**src/rtl/pc_sequencer.sv**
```systemverilog
// Program counter register and next-PC sequencer: jr > jump > branch > PC+4 selection,
// with stall, halt/resume, a one-cycle flush after each redirect and a saturating redirect count.
module pc_sequencer #(
  parameter logic [31:0] RESET_PC = 32'h0000_0000,
  parameter int unsigned CNT_W    = 16
) (
  input  logic             clk,
  input  logic             rst,
  input  logic             stall,
  input  logic             halt_req,
  input  logic             resume,
  input  logic             branch,
  input  logic             jump,
  input  logic             jr,
  input  logic [31:0]      branch_dst,
  input  logic [31:0]      jump_dst,
  input  logic [31:0]      jr_dst,
  output logic [31:0]      pc,
  output logic [31:0]      pc_plus4,
  output logic             flush,
  output logic             halted,
  output logic [CNT_W-1:0] redirect_cnt
);

  typedef enum logic [0:0] {StRun, StHalt} state_e;

  state_e             state_q, state_d;
  logic [31:0]        pc_q, pc_d;
  logic               flush_q, flush_d;
  logic [CNT_W-1:0]   cnt_q, cnt_d;
  logic               redirect;
  logic [31:0]        target;

  assign pc_plus4 = pc_q + 32'd4;
  assign redirect = jr | jump | branch;

  always_comb begin
    target = jr ? jr_dst : (jump ? jump_dst : branch_dst);
    // Targets are word aligned; drop any stray byte offset.
    target[1:0] = 2'b00;
  end

  always_comb begin
    state_d = state_q;
    pc_d    = pc_q;
    flush_d = 1'b0;
    cnt_d   = cnt_q;
    unique case (state_q)
      StRun: begin
        if (redirect) begin
          pc_d    = target;
          flush_d = 1'b1;
          if (cnt_q != {CNT_W{1'b1}}) begin
            cnt_d = cnt_q + CNT_W'(1);
          end
        end else if (!stall) begin
          pc_d = pc_plus4;
        end
        if (halt_req) begin
          state_d = StHalt;
        end
      end
      StHalt: begin
        if (resume) begin
          state_d = StRun;
          if (!stall) begin
            pc_d = pc_plus4;
          end
        end
      end
      default: state_d = StRun;
    endcase
  end

  always_ff @(posedge clk or posedge rst) begin
    if (rst) begin
      state_q <= StRun;
      pc_q    <= RESET_PC;
      flush_q <= 1'b0;
      cnt_q   <= '0;
    end else begin
      state_q <= state_d;
      pc_q    <= pc_d;
      flush_q <= flush_d;
      cnt_q   <= cnt_d;
    end
  end

  assign pc           = pc_q;
  assign flush        = flush_q;
  assign halted       = (state_q == StHalt);
  assign redirect_cnt = cnt_q;

endmodule

```
**config.mk**
```make
export PLATFORM = sky130hd
export DESIGN_NAME = pc_sequencer
export DESIGN_NICKNAME = d
export VERILOG_FILES = /design/src/rtl/pc_sequencer.sv
export SDC_FILE = /design/constraint.sdc
export NUM_CORES = 1
export LEC_CHECK = 0
export CAP_MARGIN = 25
export CORE_MARGIN = 10
export CORE_UTILIZATION = 35
export CTS_CLUSTER_DIAMETER = 120
export DETAILED_ROUTE_END_ITERATION = 6
export PLACE_DENSITY = 0.69
export SLEW_MARGIN = 30
export SYNTH_ARGS = -nofsm -noshare
export SYNTH_HDL_FRONTEND = slang
export SYNTH_SLANG_ARGS = --single-unit
```
**constraint.sdc**
```tcl
create_clock -name clk -period 3.1 [get_ports clk]
set_input_delay 0.62 -clock clk [delete_from_list [all_inputs] [get_ports clk]]
set_output_delay 0.62 -clock clk [all_outputs]
set_load 0.01 [all_outputs]
```
# [Yosys cells after proc, flatten, opt, wreduce, memory -nomap -nowiden]
# Index checks and enable logic that the tools add are counted.
[classes] addsub=2 n_eq_ne=2 n_mux=11 reduce_logical=1 bitwise=3
[op_table] operator="$mux 32" count=5
[op_table] operator="$pmux 32 s2" count=1
[op_table] operator="$add 32x3->32 const B" count=1
[op_table] operator="$add 16x1->16 const B" count=1
[op_table] operator="$ne 16x16->1 const B" count=1
[op_table] operator="$mux 1" count=4
[op_table] operator="$reduce_and 3->1" count=1
[op_table] operator="$ne 2x2->1 const B" count=1
[op_table] operator="$or 1x1->1" count=2
[op_table] operator="$pmux 1 s2" count=1
[op_table] operator="$not 1->1" count=1
[word_totals] regBits=50 wordCells=23

# [Depth between registers and ports, before layout]
# Gate-level depths: netlist of the first run.
[depth] depth_word=4 ltp_mapped=7 mapped_depth_nobuf=6

# [Worst setup path before layout of the first run]
# Ideal clock, no wire load.
[synth_path] path_type="register to output" from="register pc_q[3], in the netlist pc[3]" to="output pc_plus4[28]" path_slack_ns=0.348 stages_incl_launch_ff=8 t_required_ns=2.480 arrival_ns=2.132 path_buffers=1 path_cell_list="dfrtp_1 ha_1 nand3_1 or3_1 buf_2 or4_4 xor2_1 inv_1"
[synth_via] elab_chain_cells=1
[synth_rtl] item="start: declaration" line_no="28" source="logic [31:0] pc_q, pc_d;"
[synth_rtl] item="start signal: assignment" line_no="83" source="pc_q <= pc_d;"
[synth_rtl] item="$add 32x3->32" line_no="34" source="assign pc_plus4 = pc_q + 32'd4;"
[synth_rtl] item="end: declaration" line_no="19" source="output logic [31:0] pc_plus4,"
# No other way between the ends.

# [Worst setup path after layout of the first run]
[layout_path] from="register pc_q[2], in the netlist pc[2]" to="output pc_plus4[28]"
# The elaborated chain is that of the path after synthesis.

==> results.toml, run 1 <==
[floorplan]
die_w_um = 120
io_pins = 186
die_area_um2 = 14500
core.rowCount = 36
core_um2 = 9820
initial_core_util_pct = 36.0
die_h_um = 120

[layout]
fillCellCount = 883
layoutNonFillerInstCount = 738
num_antenna_cells = 0
design_area_um2 = 5740
drive_above_1_share_pct = 11.1
multiInputGateArea_um2 = 2190
area_growth_syn_to_layout_pct = 62.6
nNetsFinal = 710
register_area_um2 = 1200

[clock_tree]
clock_path_buffers = 2
cts_inserted_buffers = 5
htreeDepth = 2
clkTransAtPathRegs_ns = 0.09
cts_tree = "built"
cts-root-buf = "clkbuf_8"
insertion_delay_ns = 0.30
cts.sinks = 48

[detailed_routing]
route.detailed.drc = 0
avgViaCountPerCell = 5.13
wl_mm = 13.4
drtIter0Drc = 159
drtAntennaViolNets = 0
vias = 3784
wl_per_cell_um = 18.1
firstDrtPassIters = 4

[sta]
finalClockSkew_ns = 0.00887
fin_setup_tns_ns = 0
fin_crit_sh_pct = 97.3
holdWs_ns = 0.519
drv_slew = 0
period_needed_ns = 3.02
max-slew-margin-rel_pct = 51.5
worst_slew_pin_slew_ns = 0.721
hold_viol = 0
setup_viol_count_final = 0
clock.fmax_ghz = 0.332

[synthesis]
synthMostInstantiatedCell = "dfrtp_1"
synthTopCellsByArea = "dfrtp_1 34%, xor2_1 8.7%, mux2i_1 7.9%"
yosysUniqueCellTypes = 45
seq_area_frac_synth_pct = 34.0
synthTopCellsByCount = "48 x dfrtp_1, 41 x nor2_1, 35 x xor2_1, 29 x a21oi_1, 29 x nand2_1"
synth_ff_type = "dfrtp_1"
postSynthAreaPerCell_um2 = 8.56
synth_cells = 413
synth_seq_cells = 48
synth_edf_count = 0
synth_top_area_share_pct = 34.0
synthArstFlopShare_pct = 100
yosysTopAreaCell = "dfrtp_1"
syn_area_um2 = 3530
yosysWarningCount = 0

[placement]
place_area_um2 = 5530
io_buffers = 175
place_inst = 723
gp_congestion = 0.833
dp_hpwl_mm = 10.7

[worst_setup_path]
path_class = "flop to primary output"
start_kind = "flop"
worstPathCellList = "ha_2, nand3_1, or3_4, or4_4, xor2_2, inv_1, clkdlybuf4s15_1"
worstSetupEndpointType = "primary output"
worst_path_max_delay_cell = "or4_4"
slowest_delay_ns = 0.55
path_max_fanout = 3
critical_path.top_delay_family = "simple AND/OR/NAND/NOR gates"
arrival_ns = 2.40
required_ns = 2.48
path_buf_inv = 2

[power_and_ir_drop]
p_per_area_nw_per_um2 = 534
vdd_ir_drop_max_uv = 372
leakagePower_uw = 0.00233

[global_route]
grtUsageTotal_pct = 17.7
overflow = 0
grt_pass1_vias = 3949
grt_max_degree = 56
grt_pass1_wl_mm = 21.0
antenna_found_initial = 0

[worst_hold_path]
hold_path.class = "flop to flop"

[run]
maxCapViolations = 0

[run_status]
status = "completed"
[what timing repair did]
action                     in CTS  in global routing
pin swaps                       1                  2
setup endpoints to repair       9                 13
resized for setup               6                 15
hold buffers                    0                  0
setup buffers                   1                  6
[layer usage]
metal | vias up | routed length [um] | track usage (%) | share of wire [%]
met5 | - | 0 | 0 | 0
met4 | 0 | 121 | 2.79 | 0.90
met3 | 8 | 1060 | 6.19 | 7.9
met2 | 110 | 6880 | 31.4 | 51
met1 | 1807 | 5330 | 20.3 | 40
li1 | 1859 | - | - | -
[logic make-up (layout without fill, tap and decap cells)]
| group | count (synthesis) | count (layout) | share of synthesized area (%) |
|---|---|---|---|
| adders and majority gates | 2 | 2 | 0.708 |
| and+or+nand+nor | 145 | 145 | 20.5 |
| muxes | 36 | 36 | 10.5 |
| other | 1 | 4 | 0.106 |
| AOI/OAI and AO/OA | 79 | 79 | 14.4 |
| xor gates and xnor gates | 59 | 59 | 14.6 |
| DFF | 48 | 48 | 34.0 |
| buffers and inverters | 43 | 232 | 5.24 |
[power breakdown]
group,internal (uW),switching (uW)
combinational,886,745
clock,240,216
sequential,777,204
[cell usage in the layout, fill, tap and decap left out, types with 3 or more instances in the layout]
cell,synthesis,final
and3_1,7,7
xor2_1,35,34
o21ai_0,8,8
a21oi_1,29,29
o211ai_1,4,4
nor2_1,41,40
mux2i_1,28,28
dlymetal6s2s_1,0,8
mux2_2,8,8
xnor2_1,24,24
nor4_2,1,3
dfrtp_1,48,48
dlygate4sd2_1,0,4
inv_1,13,12
nand4_1,20,20
o31ai_1,3,3
clkdlybuf4s50_1,0,160
buf_4,4,36
clkbuf_8,0,5
nand3_1,19,19
a211oi_1,19,19
nor3_1,12,11
nand2b_1,3,3
nand2_1,29,29
conb_1,1,4
a31oi_1,4,4
[worst register-to-register path, cell delays in order (launching register included)]
cell,delay (ns)
dfrtp_1,0.45
or2_2,0.52
nor4_1,0.71
nand4_1,0.20
xnor2_1,0.16
[final timing paths]
kind / start / endpoint / slack, ns / cells past startpoint
max: pc[2] / pc_plus4[28] / 0.08 / 7
min: redirect_cnt[10] / redirect_cnt[10] / 0.52 / 1
max reg2reg: halted / redirect_cnt[10] / 0.96 / 4
min reg2reg: redirect_cnt[10] / redirect_cnt[10] / 0.52 / 1
max in group asynchronous: rst / pc[21] / 1.70 / 3
min in group asynchronous: rst / redirect_cnt[13] / 0.65 / 2
[per-stage QoR]
stage / worst slack [ns] / power (uW) / util, %
floorplan: 0.348 / 1680 / -
global placement: 0.118 / 2600 / 56.4
detailed placement: 0.0988 / 2630 / 56.4
CTS: 0.00452 / 3080 / 57.5
global route: -0.00663 / 3260 / 58.5
finish: 0.0844 / 3070 / 58.5
[final cells by class]
type                       instances  area share [%]
inverter                          13           0.849
tap                              133            2.90
clock buffer                       6            1.26
timing repair buffer             211            35.3
multi-input combinational        325            38.2
clock inverter                     2           0.610
sequential                        48            20.9
[sequential cells by signal, summed over array words and instances (netlist names)]
| register | count |
|---|---|
| halted | 1 |
| redirect_cnt | 16 |
| flush | 1 |
| pc | 30 |
Note: power is estimated with default switching activity, not from simulation.
==> run 2: changes to the inputs <==
--- a/config.mk
+++ b/config.mk
@@ -7,10 +7,11 @@
 export LEC_CHECK = 0
 export CAP_MARGIN = 25
 export CORE_MARGIN = 10
-export CORE_UTILIZATION = 35
+export CORE_UTILIZATION = 40
 export CTS_CLUSTER_DIAMETER = 120
 export DETAILED_ROUTE_END_ITERATION = 6
-export PLACE_DENSITY = 0.69
+export PLACE_DENSITY = 0.77
+export SETUP_SLACK_MARGIN = 0.2
 export SLEW_MARGIN = 30
 export SYNTH_ARGS = -nofsm -noshare
 export SYNTH_HDL_FRONTEND = slang
==> results.toml, run 2 (synthesized netlist as in run 1, its figures left out) <==
[run_status]
status = "completed"

[placement]
io_buffers = 175
dp_hpwl_mm = 10.5
gp_congestion = 0.881

[clock_tree]
insertion_delay_ns = 0.31
htreeDepth = 2
cts.sinks = 48
clock_path_buffers = 2
cts_inserted_buffers = 5
cts-root-buf = "clkbuf_8"
clkTransAtPathRegs_ns = 0.10
cts_tree = "built"

[layout]
largest_reg_flops = 30
area_growth_syn_to_layout_pct = 60.3
num_antenna_cells = 0
fillCellCount = 774
nNetsFinal = 708
drive_above_1_share_pct = 12.6
layout_common_cells = "155 x clkdlybuf4s50_1, 48 x dfrtp_1, 37 x nor2_1"
final_common_cell = "clkdlybuf4s50_1"

[detailed_routing]
wl_mm = 13.1
vias = 3793
drtIter0Drc = 201
drtAntennaViolNets = 0
firstDrtPassIters = 4
wl_per_cell_um = 18.4
avgViaCountPerCell = 5.33
route.detailed.drc = 0

[power_and_ir_drop]
vdd_ir_drop_max_uv = 385
p_per_area_nw_per_um2 = 529
leakagePower_uw = 0.00228

[global_route]
grt_max_degree = 56
grtUsageTotal_pct = 18.9
grt_pass1_vias = 3926
antenna_found_initial = 0
grt_pass1_wl_mm = 20.4
overflow = 0

[sta]
fin_crit_sh_pct = 93.0
finalClockSkew_ns = 0.00897
fin_setup_tns_ns = 0
holdWs_ns = 0.511
hold_viol = 0
period_needed_ns = 2.88
clock.fmax_ghz = 0.347
max-slew-margin-rel_pct = 52.0
drv_slew = 0
worst_slew_pin_slew_ns = 0.719
rsz0062_at_grt = "true"
setup_viol_count_final = 0

[worst_setup_path]
path_max_fanout = 3
worst-r2r-setup-slack_ns = 1.05
arrival_ns = 2.26
worstPathCellList = "ha_2, nand3_1, or3_4, or4_4, xor2_2, inv_1, clkbuf_2"
required_ns = 2.48
slowest_delay_ns = 0.55
worst_path_max_delay_cell = "or4_4"
worstSetupEndpointType = "primary output"
cp-startpoint = "pc[2]"
worstReg2RegStart = "halted"
path_class = "flop to primary output"
start_kind = "flop"

[worst_hold_path]
hold_start = "redirect_cnt[15]"
hold_path.class = "flop to flop"

[floorplan]
die_area_um2 = 13000
io_pins = 186
core_um2 = 8680
die_w_um = 114
initial_core_util_pct = 40.7
die_h_um = 114
core.rowCount = 34

[run]
maxCapViolations = 0
[run 2: cell count changes in the layout (fill, tap and decap cells not counted), moves of 2 or more]
| cell | delta |
|---|---|
| dlygate4sd2_1 | +4 |
| buf_2 | +2 |
| clkbuf_2 | +4 |
| nor2_1 | -3 |
| nor2_2 | +2 |
| inv_6 | +2 |
| dlymetal6s2s_1 | -5 |
| buf_4 | -2 |
| clkdlybuf4s50_1 | -5 |
[run 2: through the flow]
stage | area (um2) | worst slack (ns) | instances | power, uW | util, %
2_1_floorplan | 3540 | 0.348 | 416 | 1680 | -
3_3_place_gp | 5510 | 0.133 | 699 | 2580 | 63.5
3_5_place_dp | 5510 | 0.122 | 699 | 2620 | 63.5
4_1_cts | 5640 | 0.0213 | 710 | 3000 | 64.9
5_1_grt | 5660 | 0.107 | 711 | 3170 | 65.3
6_report | 5660 | 0.216 | 711 | 2990 | 65.3
[run 2: layout make-up]
type	count	area (um2)	area share [%]
clock buffers	5	68.8	1.21
clock inverters	3	26.3	0.464
inverters	13	48.8	0.861
multi-input cells	325	2220	39.2
flip-flops and latches	48	1200	21.2
well taps	108	135	2.39
repair buffers	209	1960	34.7
[run 2: critical path: cells and delay by family, from the launching register on]
family / cells / cell delay (ns)
XOR/XNOR: 1 / 0.17
adder cells (fa/ha/maj): 1 / 0.18
buffers and inverters: 2 / 0.19
flip-flops: 1 / 0.37
AND/OR/NAND/NOR: 3 / 1.04
[run 2: path summary, 6_finish.rpt]
kind,end,depth (start not counted)
setup / recovery,pc_plus4[28],7
hold / removal,redirect_cnt[15],1
setup reg to reg,redirect_cnt[10],4
hold reg to reg,redirect_cnt[15],1
max in group asynchronous,pc[4],3
min in group asynchronous,redirect_cnt[4],2
[run 2: what timing repair did]
| action | CTS | global route |
|---|---|---|
| hold buffers | 0 | 0 |
| resized for setup | 24 | 23 |
| buffers inserted | 3 | 1 |
| hold endpoints to repair | 0 | 0 |
| pin swaps | 1 | 2 |
| endpoints found under the setup margin | 18 | 13 |
[run 2: layer usage]
layer | vias to the layer above | part of all wire, % | global-route usage [%]
met4 | 0 | 0.55 | 2.59
met3 | 4 | 7.9 | 5.67
met5 | - | 0 | 0
li1 | 1847 | - | -
met2 | 138 | 52 | 34.3
met1 | 1804 | 40 | 21.7
[run 2: where the power goes]
part	switching [uW]	total (uW)	internal, uW
registers	208	985	777
clock network	238	405	167
logic	743	1600	861
==> run 3: changes to the inputs <==
--- a/config.mk
+++ b/config.mk
@@ -5,9 +5,12 @@
 export SDC_FILE = /design/constraint.sdc
 export NUM_CORES = 1
 export LEC_CHECK = 0
+export ABC_CLOCK_PERIOD_IN_PS = 3100
 export CAP_MARGIN = 25
+export CELL_PAD_IN_SITES_DETAIL_PLACEMENT = 1
+export CELL_PAD_IN_SITES_GLOBAL_PLACEMENT = 1
 export CORE_MARGIN = 10
-export CORE_UTILIZATION = 40
+export CORE_UTILIZATION = 28
 export CTS_CLUSTER_DIAMETER = 120
 export DETAILED_ROUTE_END_ITERATION = 6
 export PLACE_DENSITY = 0.77
==> results.toml, run 3 (synthesized netlist as in run 1, its figures left out) <==
[placement]
io_buffers = 175
place_area_um2 = 5610
dp_hpwl_mm = 12.3
place_inst = 762
gp_congestion = 0.812

[worst_hold_path]
hold_end = "redirect_cnt[15]"
hold_start = "redirect_cnt[15]"
hold_path.class = "flop to flop"
holdPathStages = 1

[layout]
final_common_cell = "clkdlybuf4s50_1"
layoutNonFillerInstCount = 787
num_antenna_cells = 0
utilization_pct = 49.3
fillCellCount = 1435
nNetsFinal = 724
area_growth_syn_to_layout_pct = 69.7
multiInputGateArea_um2 = 2270
largest_reg_flops = 30
layout_common_cells = "154 x clkdlybuf4s50_1, 48 x dfrtp_1, 46 x buf_4"
design_area_um2 = 6000
drive_above_1_share_pct = 16.2
register_area_um2 = 1200

[power_and_ir_drop]
leakagePower_uw = 0.00240
power_frac_comb_pct = 51.4
switching_share_pct = 38.4
p_seq_share_pct = 29.2
switching_power_uw = 1310
vdd_ir_drop_max_uv = 341
internal-power_uw = 2110
power_frac_clock_pct = 19.4
p_per_area_nw_per_um2 = 570

[floorplan]
initial_core_util_pct = 29.1
die_h_um = 132
io_pins = 186
die_w_um = 132
core.rowCount = 40
core_um2 = 12200
die_area_um2 = 17500

[sta]
fin_crit_sh_pct = 91.4
setup_viol_count_final = 0
max-slew-margin-rel_pct = 50.5
worst_slew_pin_slew_ns = 0.736
drv_slew = 0
clock.fmax_ghz = 0.353
finalClockSkew_ns = 0.00472
period_needed_ns = 2.83
fin_setup_tns_ns = 0
hold_viol = 0
rsz0062_at_grt = "true"

[global_route]
grt_pass1_vias = 4494
grtUsageTotal_pct = 17.8
grt_max_degree = 56
overflow = 0
grt_pass1_wl_mm = 25.3
antenna_found_initial = 0

[detailed_routing]
wl_per_cell_um = 20.7
route.detailed.drc = 0
vias = 3991
drtIter0Drc = 229
drtAntennaViolNets = 0
firstDrtPassIters = 4
avgViaCountPerCell = 5.07
wl_mm = 16.3

[clock_tree]
cts_inserted_buffers = 5
insertion_delay_ns = 0.30
clkTransAtPathRegs_ns = 0.07
cts.hold.buffers_added = 0
cts-root-buf = "clkbuf_16"
htreeDepth = 2
clock_path_buffers = 2
cts.sinks = 48
cts_tree = "built"

[worst_setup_path]
worst-r2r-setup-slack_ns = 1.05
slowest_delay_ns = 0.59
rr_endpoint = "redirect_cnt[14]"
arrival_ns = 2.21
worstSetupEndpointType = "primary output"
critical_path.top_delay_family = "simple AND/OR/NAND/NOR gates"
worst_path_max_delay_cell = "or4_4"
path_class = "flop to primary output"
path_max_fanout = 10
ff2ff_path_depth = 4
start_kind = "flop"
path_buf_inv = 2
worstReg2RegStart = "halted"
required_ns = 2.48
worstPathCellList = "and3_1, nand3_1, or4_4, xor2_4, inv_1, buf_2"

[run]
maxCapViolations = 0

[run_status]
status = "completed"
-- run 3: cell count changes in the layout (fill, tap and decap cells not counted), moves of 3 or more --
cell,delta
buf_4,+12
buf_2,+3
clkbuf_16,+5
clkbuf_8,-4
buf_6,+4
-- run 3: what timing repair did --
action / 4_1_cts / 5_1_grt
setup buffers: 7 / 10
endpoints found under the setup margin: 20 / 14
resized for setup: 42 / 23
pin swaps: 3 / 6
-- run 3: layout make-up --
type                            count  area share, %
Multi-Input combinational cell    325           37.9
Timing Repair Buffer              225           34.8
Sequential cell                    48           20.0
Tap cell                          168           3.51
Clock buffer                        6           2.32
Inverter                           13          0.814
Clock inverter                      2          0.647
-- run 3: power by group through the flow --
stage / registers [uW] / logic [uW] / clock network [uW]
global route: 1020 / 1900 / 703
finish: 998 / 1760 / 663
detailed placement: 989 / 1710 / 0
CTS: 986 / 1710 / 677
floorplan: 1040 / 635 / 0
global placement: 977 / 1670 / 0
-- run 3: worst max-delay path by stage --
stage / end / start / cells after the start / slack [ns]
2_1_floorplan: pc_plus4[28] / pc[3] / 7 / 0.35
3_3_place_gp: pc_plus4[28] / pc[2] / 7 / 0.1
3_5_place_dp: pc_plus4[28] / pc[2] / 7 / 0.07
4_1_cts: pc_plus4[13] / pc[4] / 6 / 0.19
5_1_grt: pc_plus4[29] / pc[12] / 9 / 0.16
6_report: pc_plus4[28] / pc[20] / 6 / 0.27
-- run 3: metrics by stage --
| stage | total power (uW) | setup slack [ns] | hold WS, ns |
|---|---|---|---|
| after global placement | 2640 | 0.0994 | 0.496 |
| after detailed placement | 2700 | 0.0739 | 0.497 |
| after global routing | 3630 | 0.159 | 0.553 |
| after CTS | 3370 | 0.186 | 0.512 |
| after floorplan | 1680 | 0.348 | 0.522 |
| final | 3420 | 0.267 | 0.508 |
-- run 3: worst reg2reg max path: cells and delay by family (launching register included) --
| family | cells | cell delay (ns) |
|---|---|---|
| simple gates | 3 | 1.32 |
| xor+xnor | 1 | 0.17 |
| flops | 1 | 0.44 |
-- run 3: routing by layer --
layer  wire length [um]  GRT usage (%)  up-vias
li1                   -              -     1880
met1               6080           19.3     1980
met2               8810           32.5      117
met3               1170           6.06       14
met4                216           4.10        0
met5                  0              0        -
